`config.mk`:
```
export PLATFORM = sky130hd
export DESIGN_NAME = ubc_sequencer_flat
export DESIGN_NICKNAME = d
export VERILOG_FILES = /design/src/rtl/ubc_sequencer_if.sv /design/src/rtl/ubc_sequencer.sv /design/src/flat_wrapper.sv
export SDC_FILE = /design/constraint.sdc
export NUM_CORES = 1
export LEC_CHECK = 0
export ABC_AREA = 1
export CAP_MARGIN = 5
export CORE_AREA = 4 4 73 55
export CTS_CLUSTER_SIZE = 14
export DETAILED_ROUTE_END_ITERATION = 12
export DIE_AREA = 0 0 77 59
export GPL_TIMING_DRIVEN = 0
export PLACE_DENSITY = 0.72
export SYNTH_ARGS = -nofsm -noshare
export SYNTH_HDL_FRONTEND = slang
export SYNTH_SLANG_ARGS = --single-unit
```
`constraint.sdc`:
```
create_clock -name clk -period 3.3 [get_ports clk]
set_clock_uncertainty 0.1 [all_clocks]
set_input_delay 0.495 -clock clk [delete_from_list [all_inputs] [get_ports clk]]
set_output_delay 0.495 -clock clk [all_outputs]
set_load 0.005 [all_outputs]
```
`src/rtl/ubc_sequencer_if.sv`:
```
// ----------------------------------------------------------------------------
// ubc_sequencer_if
// Command channel between a host/control FSM and ubc_sequencer.
//
// Handshake: the host holds cmd_valid together with cmd_op/cmd_data/cmd_steps
// stable. A command transfers on the rising clk edge where cmd_valid and
// cmd_ready are both high. cmd_ready does not depend on cmd_valid. A
// cmd_valid seen while cmd_ready is low is not stored. The host may drop it,
// or keep presenting it until it transfers.
//
// Signals:
//   cmd_valid  host -> seq  command present
//   cmd_ready  seq  -> host sequencer can accept a command
//   cmd_op     host -> seq  00 LOAD, 01 UP, 10 DOWN, 11 BOUNCE
//   cmd_data   host -> seq  load value (LOAD only)
//   cmd_steps  host -> seq  step count (UP/DOWN/BOUNCE)
// ----------------------------------------------------------------------------
interface ubc_sequencer_if #(
    parameter int WIDTH = 4,
    parameter int STEPW = 8
);
    logic             cmd_valid;
    logic             cmd_ready;
    logic [1:0]       cmd_op;
    logic [WIDTH-1:0] cmd_data;
    logic [STEPW-1:0] cmd_steps;

    modport master (
        output cmd_valid,
        output cmd_op,
        output cmd_data,
        output cmd_steps,
        input  cmd_ready
    );

    modport slave (
        input  cmd_valid,
        input  cmd_op,
        input  cmd_data,
        input  cmd_steps,
        output cmd_ready
    );
endinterface

```
`src/rtl/ubc_sequencer.sv`:
```
// ----------------------------------------------------------------------------
// ubc_sequencer
// Command-driven controller for one loadable up/down counter (ubc). The
// sequencer takes one command at a time and runs it on the counter:
//   LOAD    load a value into the counter
//   UP N    count up N steps
//   DOWN N  count down N steps
//   BOUNCE  count up N steps, then down N steps
// It pulses done when a command completes. It pulses wrap one cycle after a
// counting step that crossed the modulo boundary.
//
// Ports:
//   clk, rst    clock (rising edge), synchronous active-high reset
//   cmd         command channel (ubc_sequencer_if.slave)
//   pause       while high, counting steps are held off
//   ctr_out     counter value fed back from ubc.out
//   ctr_load    to ubc.load
//   ctr_in      to ubc.in
//   ctr_enable  to ubc.enable
//   ctr_isUp    to ubc.isUp
//   busy        a command is in progress
//   done        one-cycle pulse at command completion
//   wrap        one-cycle pulse after a wrapping step
//   state_dbg   current FSM state, for observation only
// ----------------------------------------------------------------------------
module ubc_sequencer #(
    parameter int WIDTH = 4,
    parameter int STEPW = 8
) (
    input  logic             clk,
    input  logic             rst,
    ubc_sequencer_if.slave   cmd,
    input  logic             pause,
    input  logic [WIDTH-1:0] ctr_out,
    output logic             ctr_load,
    output logic [WIDTH-1:0] ctr_in,
    output logic             ctr_enable,
    output logic             ctr_isUp,
    output logic             busy,
    output logic             done,
    output logic             wrap,
    output logic [2:0]       state_dbg
);

    typedef enum logic [2:0] {
        S_IDLE = 3'd0,
        S_LOAD = 3'd1,
        S_UP   = 3'd2,
        S_DOWN = 3'd3,
        S_DONE = 3'd4
    } state_t;

    localparam logic [1:0] OP_LOAD   = 2'b00;
    localparam logic [1:0] OP_UP     = 2'b01;
    localparam logic [1:0] OP_DOWN   = 2'b10;
    localparam logic [1:0] OP_BOUNCE = 2'b11;

    state_t           state;
    logic [STEPW-1:0] steps_left;
    logic [STEPW-1:0] bounce_steps;
    logic             bounce;

    // Every control output is a plain decode of the state register.
    // ctr_enable also looks at pause, so that a paused cycle never steps
    // the counter.
    assign cmd.cmd_ready = (state == S_IDLE);
    assign ctr_load      = (state == S_LOAD);
    assign ctr_isUp      = (state == S_UP);
    assign ctr_enable    = ((state == S_UP) || (state == S_DOWN)) && !pause;
    assign busy          = (state != S_IDLE);
    assign done          = (state == S_DONE);
    assign state_dbg     = state;

    always_ff @(posedge clk) begin
        if (rst) begin
            state        <= S_IDLE;
            steps_left   <= '0;
            bounce_steps <= '0;
            bounce       <= 1'b0;
            ctr_in       <= '0;
            wrap         <= 1'b0;
        end else begin
            // The step taken at this edge wraps when it leaves the top
            // value going up, or leaves zero going down.
            wrap <= ctr_enable &&
                    (ctr_isUp ? (ctr_out == {WIDTH{1'b1}}) : (ctr_out == '0));

            case (state)
                S_IDLE: begin
                    if (cmd.cmd_valid) begin
                        case (cmd.cmd_op)
                            OP_LOAD: begin
                                ctr_in <= cmd.cmd_data;
                                state  <= S_LOAD;
                            end
                            OP_UP: begin
                                steps_left <= cmd.cmd_steps;
                                state      <= (cmd.cmd_steps == '0) ? S_DONE : S_UP;
                            end
                            OP_DOWN: begin
                                steps_left <= cmd.cmd_steps;
                                state      <= (cmd.cmd_steps == '0) ? S_DONE : S_DOWN;
                            end
                            OP_BOUNCE: begin
                                steps_left   <= cmd.cmd_steps;
                                bounce_steps <= cmd.cmd_steps;
                                bounce       <= 1'b1;
                                state        <= (cmd.cmd_steps == '0) ? S_DONE : S_UP;
                            end
                            default: state <= S_IDLE;
                        endcase
                    end
                end

                S_LOAD: state <= S_DONE;

                S_UP, S_DOWN: begin
                    if (!pause) begin
                        steps_left <= steps_left - STEPW'(1);
                        // The last step of this leg is the one that takes
                        // steps_left from 1 to 0.
                        if (steps_left == STEPW'(1)) begin
                            if ((state == S_UP) && bounce) begin
                                steps_left <= bounce_steps;
                                bounce     <= 1'b0;
                                state      <= S_DOWN;
                            end else begin
                                state <= S_DONE;
                            end
                        end
                    end
                end

                S_DONE: begin
                    // A zero-step BOUNCE reaches here with bounce still set.
                    bounce <= 1'b0;
                    state  <= S_IDLE;
                end

                default: state <= S_IDLE;
            endcase
        end
    end

endmodule

```
`src/flat_wrapper.sv`:
```
// flat-port wrapper written by rule: the top's interface ports become plain ports
module ubc_sequencer_flat 
#(
    parameter int WIDTH = 4,
    parameter int STEPW = 8
)
  (clk, rst, pause, ctr_out, ctr_load, ctr_in, ctr_enable, ctr_isUp, busy, done, wrap, state_dbg, cmd_cmd_valid, cmd_cmd_op, cmd_cmd_data, cmd_cmd_steps, cmd_cmd_ready);
  ubc_sequencer_if #(.WIDTH(WIDTH), .STEPW(STEPW)) cmd_i ();
  input  logic clk;
  input  logic rst;
  input  logic pause;
  input  logic [WIDTH-1:0] ctr_out;
  output logic ctr_load;
  output logic [WIDTH-1:0] ctr_in;
  output logic ctr_enable;
  output logic ctr_isUp;
  output logic busy;
  output logic done;
  output logic wrap;
  output logic [2:0] state_dbg;
  input wire logic [$bits(cmd_i.cmd_valid)-1:0] cmd_cmd_valid;
  input wire logic [$bits(cmd_i.cmd_op)-1:0] cmd_cmd_op;
  input wire logic [$bits(cmd_i.cmd_data)-1:0] cmd_cmd_data;
  input wire logic [$bits(cmd_i.cmd_steps)-1:0] cmd_cmd_steps;
  output wire logic [$bits(cmd_i.cmd_ready)-1:0] cmd_cmd_ready;
  assign cmd_i.cmd_valid = cmd_cmd_valid;
  assign cmd_i.cmd_op = cmd_cmd_op;
  assign cmd_i.cmd_data = cmd_cmd_data;
  assign cmd_i.cmd_steps = cmd_cmd_steps;
  assign cmd_cmd_ready = cmd_i.cmd_ready;
  ubc_sequencer #(.WIDTH(WIDTH), .STEPW(STEPW)) u_core (.clk(clk), .rst(rst), .cmd(cmd_i), .pause(pause), .ctr_out(ctr_out), .ctr_load(ctr_load), .ctr_in(ctr_in), .ctr_enable(ctr_enable), .ctr_isUp(ctr_isUp), .busy(busy), .done(done), .wrap(wrap), .state_dbg(state_dbg));
endmodule
```
==> impl_metrics.ini <==
[clock_network]
cts_buffer_depth = 2
path_clk_slew_ps = 90
cts_tree = yes
insertion_delay_ps = 270
ctsResizeCount = 0
cts_num_sinks = 25
hold_buffers = 0
cts_buffers = 3
cts_setup_buffers = 0
cts.htree.levels = 1
clockRootBuffer = clkbuf_8

[global_routing]
globalRouteTotalUtil_pct = 18.2
grt_pass1_vias = 1418
grt_pass1_wl_mm = 6.56
gr-total-overflow = 0
antenna_found_initial = 0
grt_max_degree = 14

[synth]
syn_avg_cell_area_um2 = 6.59
ys.flop_type = dfxtp_1
syn_area_mm2 = 0.00145
ys_warn_count = 0
netlist_instances = 220
async_flop_share_pct = 0
synth-edff-count = 0
syn_nets = 244
ys_seq_elements = 25
ys_types = 29
seq_area_frac_synth_pct = 34.5

[worst_setup_path]
r2r_setup_slack_ps = 1640
criticalPathCategory = flip-flop to primary output
endpoint_kind = primary output
cp.arrival_ps = 1810
cp_max_fo = 10
crit_path_start = u_core.state_dbg[2]
startpoint_type = flip-flop
cp_data_required_time_ps = 2700
rr_startpoint = u_core.state_dbg[0]

[cells_and_area]
mostFrequentLayoutCell = nand2_1
fillers = 339
final_core_util_pct = 56.5
final_area_mm2 = 0.00190
layout-drive-gt1-share_pct = 9.65
final_cell_mix = 37 x nand2_1, 35 x nor2_1, 35 x clkdlybuf4s50_1
diodes = 0
fin_nets = 284
area_growth_pct = 30.7

[sta]
fin_crit_ps = 2400
hold_viol = 0
max_freq_mhz = 416
setup_violations = 0
slew_headroom_pct = 73.2
drv_slew = 0
fin_tns_setup_ps = 0
worst_slew_pin_slew_ps = 402
period_share_pct = 72.9
rsz0062_at_grt = no

[power_and_ir_drop]
p_int_uw = 840
pwr-share-comb_pct = 57.6
vdd_drop_max_mv = 0.339
pwr-share-seq_pct = 30.3
p_per_area_mw_per_mm2 = 810
leakagePower_nw = 0.796
sw_frac_of_total_pct = 45.3
power_frac_clock_pct = 12.1
power.switching_uw = 695

[worst_hold_path]
hold_class = flip-flop to flip-flop
worstHoldStart = u_core.bounce_steps[6]

[routing]
vias = 1508
ant_nets = 0
routedWlPerCell_um = 12.8
drt_first_pass_iters = 4
wirelength_mm = 3.82
vias_per_cell = 5.04
drtIter0Drc = 109
drc = 0

[die]
start_util_pct = 43.2
core_area_mm2 = 0.00336
die_w_um = 77
die_area_mm2 = 0.00454
design.portCount = 36
placementRows = 18
dieHeight_um = 59

[status]
outcome = finished clean

[placed_design]
gp_congestion = 0.829
numPortBuffers = 35
hpwl_mm = 2.95
placed_area_mm2 = 0.00185

[flow_run]
max-cap-violations = 0
## synth_stat cells (2+ instances only)
library cell / instances / share of area [%]
a21oi_1: 23 / 7.9
buf_2: 2 / 0.69
buf_6: 2 / 1.6
clkbuf_1: 2 / 0.52
dfxtp_1: 25 / 35
ha_1: 2 / 1.7
inv_1: 21 / 5.4
inv_2: 4 / 1.0
nand2_1: 37 / 9.6
nand2_2: 3 / 1.3
nand3_1: 18 / 6.2
nand4_1: 2 / 0.86
nor2_1: 35 / 9.1
nor2_4: 3 / 2.3
o21ai_0: 23 / 7.9
or2_2: 4 / 1.7
xor2_1: 2 / 1.2
## per-stage QoR
stage | hold slack [ps] | total power, mW | std cells | setup slack, ps
floorplan | 328 | 1.05 | 220 | 1780
global placement | 343 | 1.34 | 295 | 1110
detailed placement | 352 | 1.35 | 295 | 1100
CTS | 365 | 1.54 | 299 | 907
global route | 404 | 1.69 | 299 | 798
finish | 366 | 1.54 | 299 | 896
## power groups by stage
stage	clock, mW	combinational [mW]	sequential, mW
2_1_floorplan	0	0.597	0.451
3_3_place_gp	0	0.864	0.471
3_5_place_dp	0	0.879	0.470
4_1_cts	0.191	0.882	0.465
5_1_grt	0.203	1.00	0.480
6_report	0.185	0.884	0.465
## per-layer routing
layer	vias to the layer above	track usage, %	share of wire (%)
met2	59	26.4	38
met4	0	4.57	1.2
met5	-	0	0
met3	6	6.38	9.9
met1	650	25.9	50
li1	793	-	-
## path summary, 6_finish.rpt
kind	endpoint	cells after the start
max	ctr_enable	5
max reg2reg	u_core.bounce_steps[7]	9
min reg2reg	u_core.bounce_steps[6]	2
min	u_core.bounce_steps[6]	2
## registers in the layout, summed over array words and instances, names as in the netlist
register             count
u_core.wrap              1
u_core.steps_left        8
u_core.bounce            1
u_core.state_dbg         3
u_core.ctr_in            4
u_core.bounce_steps      8
## worst max-delay path, cell delays in order, from the launching register on
cell	delay [ps]
dfxtp_1	520
inv_2	110
nand2_1	120
buf_2	250
nor2_1	90
clkdlybuf4s50_1	450
## kinds of logic (layout without fill, tap and decap cells)
logic type / count (synthesis) / after routing / share of synthesized area [%]
fa+ha+maj: 2 / 2 / 1.73
buf+inv: 31 / 70 / 9.23
xor+xnor: 3 / 3 / 1.81
simple gates: 108 / 108 / 34.0
compound gates: 51 / 51 / 18.7
flops: 25 / 25 / 34.5
## final cells by class
cell class                      instances  area, um2  area share, %
Timing Repair Buffer                   35        350           18.5
Sequential cell                        25        500           26.4
Multi-Input combinational cell        164        816           43.0
Buffer                                  6       40.0           2.11
Tap cell                               40       50.0           2.64
Clock buffer                            4       45.0           2.38
Inverter                               25       93.8           4.95
No activity file was read; power rests on OpenSTA's default activity.
